File: src/rtl/unidade_controle_pkg.sv
// ---------------------------------------------------------------------------
// unidade_controle_pkg
// Shared processor definitions used by the control unit:
//   - opcode constants carried in IR[8:6]
//   - step (FSM state) encoding T0..T3
// ---------------------------------------------------------------------------
package unidade_controle_pkg;

    localparam logic [2:0] OP_MV  = 3'b000;
    localparam logic [2:0] OP_MVI = 3'b001;
    localparam logic [2:0] OP_ADD = 3'b010;
    localparam logic [2:0] OP_SUB = 3'b011;

    typedef enum logic [1:0] {
        T0 = 2'b00,
        T1 = 2'b01,
        T2 = 2'b10,
        T3 = 2'b11
    } step_e;

endpackage

File: src/rtl/unidade_controle_dec3to8.sv
// ---------------------------------------------------------------------------
// dec3to8
// 3-to-8 one-hot decoder with enable.
//   w_i  : 3-bit register index
//   en_i : decoder enable; output is all zero when low
//   y_o  : one-hot result, bit w_i set when enabled
// ---------------------------------------------------------------------------
module dec3to8 (
    input  logic [2:0] w_i,
    input  logic       en_i,
    output logic [7:0] y_o
);

    always_comb begin
        y_o = '0;
        if (en_i) begin
            y_o[w_i] = 1'b1;
        end
    end

endmodule

File: src/rtl/unidade_controle.sv
// ---------------------------------------------------------------------------
// unidade_controle
// Step-sequenced control unit of a simple multi-cycle processor.
// A 2-bit step register (T0..T3) plus combinational decode of IR produce
// the register-file, ALU and bus control strobes.
//   Clock  : system clock, rising edge
//   Resetn : asynchronous active-low reset
//   Run    : start request, sampled only in T0
//   IR     : instruction {opcode[8:6], X[5:3], Y[2:0]}
//   Rin    : one-hot register load enables
//   Rout   : one-hot register bus-drive selects
//   IRin, Ain, Gin : load enables for IR, A, G
//   DINout, Gout   : bus-drive selects for DIN and G
//   AddSub : ALU op (0 add, 1 subtract)
//   Done   : high in the final step of an instruction
// ---------------------------------------------------------------------------
module unidade_controle
    import unidade_controle_pkg::*;
#(
    parameter int unsigned NREGS = 8,
    parameter int unsigned OPW   = 3
) (
    input  logic             Clock,
    input  logic             Resetn,
    input  logic             Run,
    input  logic [8:0]       IR,
    output logic [NREGS-1:0] Rin,
    output logic [NREGS-1:0] Rout,
    output logic             IRin,
    output logic             Ain,
    output logic             Gin,
    output logic             DINout,
    output logic             Gout,
    output logic             AddSub,
    output logic             Done
);

    step_e step_q;
    step_e step_d;

    logic [OPW-1:0]   op;
    logic [7:0]       x_oh;
    logic [7:0]       y_oh;
    logic [NREGS-1:0] x_sel;
    logic [NREGS-1:0] y_sel;
    logic             is_alu;
    logic             rin_x;
    logic             rout_x;
    logic             rout_y;

    assign op     = IR[8 -: OPW];
    assign is_alu = (op == OPW'(OP_ADD)) || (op == OPW'(OP_SUB));

    dec3to8 u_dec_x (
        .w_i  (IR[5:3]),
        .en_i (1'b1),
        .y_o  (x_oh)
    );

    dec3to8 u_dec_y (
        .w_i  (IR[2:0]),
        .en_i (1'b1),
        .y_o  (y_oh)
    );

    assign x_sel = NREGS'(x_oh);
    assign y_sel = NREGS'(y_oh);

    always_comb begin
        step_d = step_q;
        unique case (step_q)
            T0: step_d = Run ? T1 : T0;
            T1: step_d = is_alu ? T2 : T0;
            T2: step_d = T3;
            T3: step_d = T0;
            default: step_d = T0;
        endcase
    end

    always_ff @(posedge Clock or negedge Resetn) begin
        if (!Resetn) begin
            step_q <= T0;
        end else begin
            step_q <= step_d;
        end
    end

    always_comb begin
        rin_x  = 1'b0;
        rout_x = 1'b0;
        rout_y = 1'b0;
        IRin   = 1'b0;
        Ain    = 1'b0;
        Gin    = 1'b0;
        DINout = 1'b0;
        Gout   = 1'b0;
        AddSub = 1'b0;
        Done   = 1'b0;
        unique case (step_q)
            // Reset forces T0 asynchronously; gating IRin with Resetn keeps
            // every output low while reset is held, whatever Run does.
            T0: IRin = Run & Resetn;
            T1: begin
                if (op == OPW'(OP_MV)) begin
                    rout_y = 1'b1;
                    rin_x  = 1'b1;
                    Done   = 1'b1;
                end else if (op == OPW'(OP_MVI)) begin
                    DINout = 1'b1;
                    rin_x  = 1'b1;
                    Done   = 1'b1;
                end else if (is_alu) begin
                    rout_x = 1'b1;
                    Ain    = 1'b1;
                end else begin
                    Done   = 1'b1;
                end
            end
            T2: begin
                rout_y = 1'b1;
                Gin    = 1'b1;
                AddSub = IR[6];
            end
            T3: begin
                Gout  = 1'b1;
                rin_x = 1'b1;
                Done  = 1'b1;
            end
            default: ;
        endcase
    end

    assign Rin  = rin_x  ? x_sel : '0;
    assign Rout = rout_x ? x_sel : (rout_y ? y_sel : '0);

endmodule

File: config.mk
export PLATFORM = sky130hd
export DESIGN_NAME = unidade_controle
export DESIGN_NICKNAME = d
export VERILOG_FILES = /design/src/rtl/unidade_controle_pkg.sv /design/src/rtl/unidade_controle_dec3to8.sv /design/src/rtl/unidade_controle.sv
export SDC_FILE = /design/constraint.sdc
export NUM_CORES = 1
export LEC_CHECK = 0
export CAP_MARGIN = 20
export CORE_MARGIN = 1.5
export CORE_UTILIZATION = 38
export CTS_CLUSTER_SIZE = 28
export DETAILED_ROUTE_END_ITERATION = 10
export PLACE_DENSITY = 0.85
export SKIP_LAST_GASP = 1
export SYNTH_ARGS = -nofsm -noshare
export SYNTH_HDL_FRONTEND = slang
export SYNTH_HIERARCHICAL = 1
export SYNTH_SLANG_ARGS = --single-unit
export TNS_END_PERCENT = 100
File: constraint.sdc
create_clock -name Clock -period 5 [get_ports Clock]
set_input_delay 0.5 -clock Clock [delete_from_list [all_inputs] [get_ports Clock]]
set_output_delay 0.5 -clock Clock [all_outputs]
set_load 0.01 [all_outputs]
Word level (Yosys, flattened, before mapping)
Index checks and enable logic that the tools add are counted.

storage, ports and cells
  input port bits = 12
  output and inout port bits = 23
  register bits = 2
  memory bits (read-only) = 0
  memory bits (writable) = 0
  logic and storage cells = 46
  latch bits = 0
  memories kept = 0

operators by class
  equality and inequality tests = 6
  bitwise operators = 1
  $mul = 0
  div/mod/pow operators = 0
  magnitude comparators = 4
  $add $sub $neg = 0
  multiplexer cells = 29
  shifts and indexed selects = 0
  reduce and logical (&&, ||, !) cells = 5

operators with widths
  operator            number
  $mux 8              3
  $mux 1              19
  $lt 3x4->1 const B  2
  $pmux 2 s4          1
  $demux 1 s3         2
  $eq 3x2->1 const B  2
  $ge 3x1->1 const B  2
  $pmux 1 s2          3
  $eq 2x2->1 const B  2
  $eq 3x1->1 const B  1
  $logic_not 3->1     1
  $eq 2x1->1 const B  1
  $logic_and 1x1->1   2
  $logic_not 2->1     1
  $mux 2              1
  $and 1x1->1         1
  $logic_or 1x1->1    1

Logic depth before layout (Yosys ltp)
  depth in word-level cells = 7
  gate-level depth with buffers = 6
  gate-level depth less buffers = 5

By module
Netlist, hierarchy kept.

modules (own cells, without submodules)
  module              cells each  sequential area each (um^2)  area an instance (um^2)  times used
  unidade_controle    41          50.0                         360.3                    1
  dec3to8 at u_dec_x  8           0.0                          96.3                     1
  dec3to8 at u_dec_y  8           0.0                          95.1                     1

Worst setup path before layout
No wires, ideal clock.

  path type = reg-to-output
  from = register (tool-made name)
  to = output port Rout[0]
  data arrival time = 1.600 ns
  slack = 2.900 ns
  buffers on the path = 0
  cell stages (with the launch flop) = 6
  required time = 4.500 ns
  cell sequence = dfrtp_1 > inv_1 > ha_1 > or3b_4 > a211oi_4 > a22o_1

RTL lines
  what           RTL line                text
  end, declared  unidade_controle.sv:28  output logic [NREGS-1:0] Rout,

Final worst setup path
  from = input port IR[8]
  to = output port Rout[2]

between the ends
  cells in the longest elaborated chain, start to end = 7
  elaborated cells on any way between the ends = 13
  those cells by class = eq/ne (3); mux (8); reduce/logical (2)

RTL lines
  what              RTL line                 text
  start, declared   unidade_controle.sv:26   input logic [8:0] IR,
  $eq 3x2->1        unidade_controle.sv:52   assign is_alu = (op == OPW'(OP_ADD)) || (op == OPW'(OP_SUB));
  $logic_or 1x1->1  unidade_controle.sv:52
  $mux 1            unidade_controle.sv:112  end else if (is_alu) begin
  $mux 1            unidade_controle.sv:108  end else if (op == OPW'(OP_MVI)) begin
  $mux 1            unidade_controle.sv:104  if (op == OPW'(OP_MV)) begin
  $mux 1            unidade_controle.sv:99   unique case (step_q)
  $mux 8 (*)        unidade_controle.sv:134  assign Rout = rout_x ? x_sel : (rout_y ? y_sel : '0);

Every way passes the cells marked *; elsewhere a longest branch is shown, timed or not.

==> run summary <==
• 41.1 um — die width
• in2async — Hold Path Class
• 0 — post-CTS setup buffers
• 0 — post-detailed-route DRC marker count
• simple AND/OR/NAND/NOR gates — main combinational cell family by area after synthesis
• primary input — Setup crit start kind
• clkbuf_4 — Root Buffer Master
• 4 — violation count after the first detailed-route iteration
• 0 — antenna violations before repair
• 0 — hold violation total from the final report
• 35 — io pins
• 2 — Seq cells post-synth
• 4.79 — ratio of routed vias to standard cells
• built — CTS tree
• 230 ps — clock latency on the worst-skew pair
• 11.3 um — per-cell routed wire length
• 589 — vias post-DR
• 2 — maximum buffer depth of the clock tree
• 13 — number of placement rows
• 3 — drt first pass iters
• 0.00169 mm^2 — area of the die
• 1 — H-tree depth
• 12 — largest net degree at the start of global routing
• clkdlybuf4s50_1 > or3b_4 > a211oi_4 > a22o_1 > clkdlybuf4s50_1 — series of cell instances along the critical path
• 334 MHz — top achievable clock speed
• 0.213 — fraction of layout instances using a drive strength above 1
• 0.000403 uW — P_leak
• 4500 ps — required time of the critical path
• 1390 um — total wire length
• 157 mW/mm^2 — power per cell area
• 120 — number of placed instances with taps included
• 963 um^2 — cell area after placement
• 0 — count of pins over their slew limit
• 0.599 — final worst path period share
• 0 — total grt overflow
• 986 um^2 — post-layout instance area
• 0.190 — Tot GR Track Use
• 2.76 ps — skew final
• 25 — synth unique cells
• 0 — diodes inserted
• 2040 um — global-route wire length before repair
• 0 — xor and xnor area share after synthesis
• 34 — PortBufs
• finished clean — result of the run
• 0.188 — share of the synthesized area in compound gates (AO/OA/AOI/OAI)
• 2990 ps — shortest period the worst path allows
• 485 — vias in the first global route
• 30 ps — CTS clock-pin slew for the worst setup and hold paths
• 0.0907 — fraction of the mapped netlist area in adder cells
• 0.685 — GPL Wtd Cong
• 0.186 mV — IR Drop Worst-Case VDD
• 540 ps — largest incremental delay on the critical path
• 9.68 um^2 — average cell area after synthesis
• clkdlybuf4s50_1 — crit path max-delay cell type
• 0.569 — Synth Area in Simple Gates
• 2010 ps — crit path setup slack, layout
• 0 — count of max-cap constraint violations
• 2490 ps — arrival time worst endpoint
• 2010 ps — pre-CTS setup slack
• 41.1 um — Vert. Die Dim
• 0.414 — effective utilization at floorplan
• 0.00133 mm^2 — Core Box Area
• 3 — clock buffers created by TritonCTS
• output pin — crit path capture type
• 123 — number of standard cells in the layout, taps in and fillers out
• 1140 um — Detailed Place HPWL
• 0 — setup-violating endpoint count in the final report
• 0.0907 — sequential element share of the synthesized area
• 0.0204 — multiplexer share of the synthesized area
• clkdlybuf4s50_1 — most repeated library cell on the critical path
• 6 — count of warnings emitted by yosys
• 0 — hold-fix buffer count after cts
• 126 — post-layout net count
• 0.739 — final core occ
• 3700 ps — Reg2Reg Setup Slack
• 57 — gate count after technology mapping
• in2out — classification of the worst setup path
• 8 — Crit Path Max Fanout
• 0 ps — total negative setup slack
• 2 — sinks on the clock net
• 552 um^2 — cell area after synthesis
• 78.7% — Synth-to-Final Area Change
• no — RSZ-0062 raised after global routing
• 0 — antenna-violating nets left
• 0 — post-CTS resize count
report_power, final:
group | internal [uW] | switching, uW
combinational | 49.5 | 44.0
sequential | 20.4 | 4.33
clock | 26.5 | 9.63
worst max-delay path: cells and delay by family:
family | cells | cell delay (ps)
buf+inv | 2 | 1010
compound gates | 2 | 580
simple gates | 1 | 410
worst paths after layout:
check / from / end / depth (start not counted)
max: IR[8] / Rout[2] / 5
min: Resetn / async pin / 1
max reg2reg: register / register / 5
min reg2reg: step_q[0] / register / 1
max in group asynchronous: Resetn / step_q[0] / 1
min in group Clock: step_q[0] / register / 1
through the flow:
step	total power, uW	hold WS (ps)
after floorplan	77.9	204
after detailed placement	118	548
after global placement	117	542
after global routing	167	458
after CTS	159	430
final	154	446
Yosys cell counts:
cell type,number,area [um^2]
and2_1,1,6.26
and4b_2,5,56.3
conb_1,1,3.75
and3_1,1,6.26
o21ai_0,1,5.00
and4bb_2,5,62.6
mux2_2,1,11.3
inv_1,4,15.0
nand2_1,1,3.75
a21o_2,1,8.76
nor2b_1,8,50.1
and4b_1,1,10.0
nor3b_2,1,12.5
a211oi_4,1,20.0
ha_1,4,50.1
a22o_1,8,70.1
clkbuf_1,1,3.75
and4bb_1,2,25.0
and3b_2,1,10.0
nor2_1,1,3.75
nand2b_1,1,6.26
or3b_4,1,11.3
dfrtp_1,2,50.1
and4_2,2,20.0
nor4b_2,2,30.0
final cells by class:
class	instances	area [um^2]
inverters	4	15.0
multi-input cells	65	539
flip-flops and latches	2	50.0
fillers	105	348
repair buffers	34	340
clock buffers	3	22.5
well taps	15	18.8
cell families (layout without fill, tap and decap cells):
family / Yosys count / count (layout)
AOI/OAI and AO/OA: 11 / 11
buffers and inverters: 5 / 41
muxes: 1 / 1
and+or+nand+nor: 33 / 33
DFF: 2 / 2
other: 1 / 16
adders and majority gates: 4 / 4
placed cells by master (no fill, tap or decap):
| master | count |
|---|---|
| clkdlybuf4s50_1 | 34 |
| conb_1 | 16 |
| a22o_1 | 8 |
| nor2b_1 | 8 |
| and4bb_2 | 5 |
| and4b_2 | 5 |
| inv_1 | 4 |
| ha_1 | 4 |
| clkbuf_4 | 3 |
| dfrtp_1 | 2 |
| nor4b_2 | 2 |
| and4_2 | 2 |
| and4bb_1 | 2 |
| nand2b_1 | 1 |
| a21o_2 | 1 |
| and3b_2 | 1 |
| or3b_4 | 1 |
| a211oi_4 | 1 |
| nor3b_2 | 1 |
| nor2_1 | 1 |
| mux2_2 | 1 |
| and2_1 | 1 |
| and3_1 | 1 |
| nand2_1 | 1 |
| o21ai_0 | 1 |
| and4b_1 | 1 |
routing by layer:
| layer | track usage | up-vias | routed length [um] |
|---|---|---|---|
| met5 | 0 | - | 0 |
| met2 | 0.281 | 19 | 638 |
| met3 | 0.0380 | 0 | 85 |
| li1 | - | 312 | - |
| met1 | 0.247 | 258 | 662 |
| met4 | 0.121 | 0 | 0 |
Power figures use the tool's default switching activity.
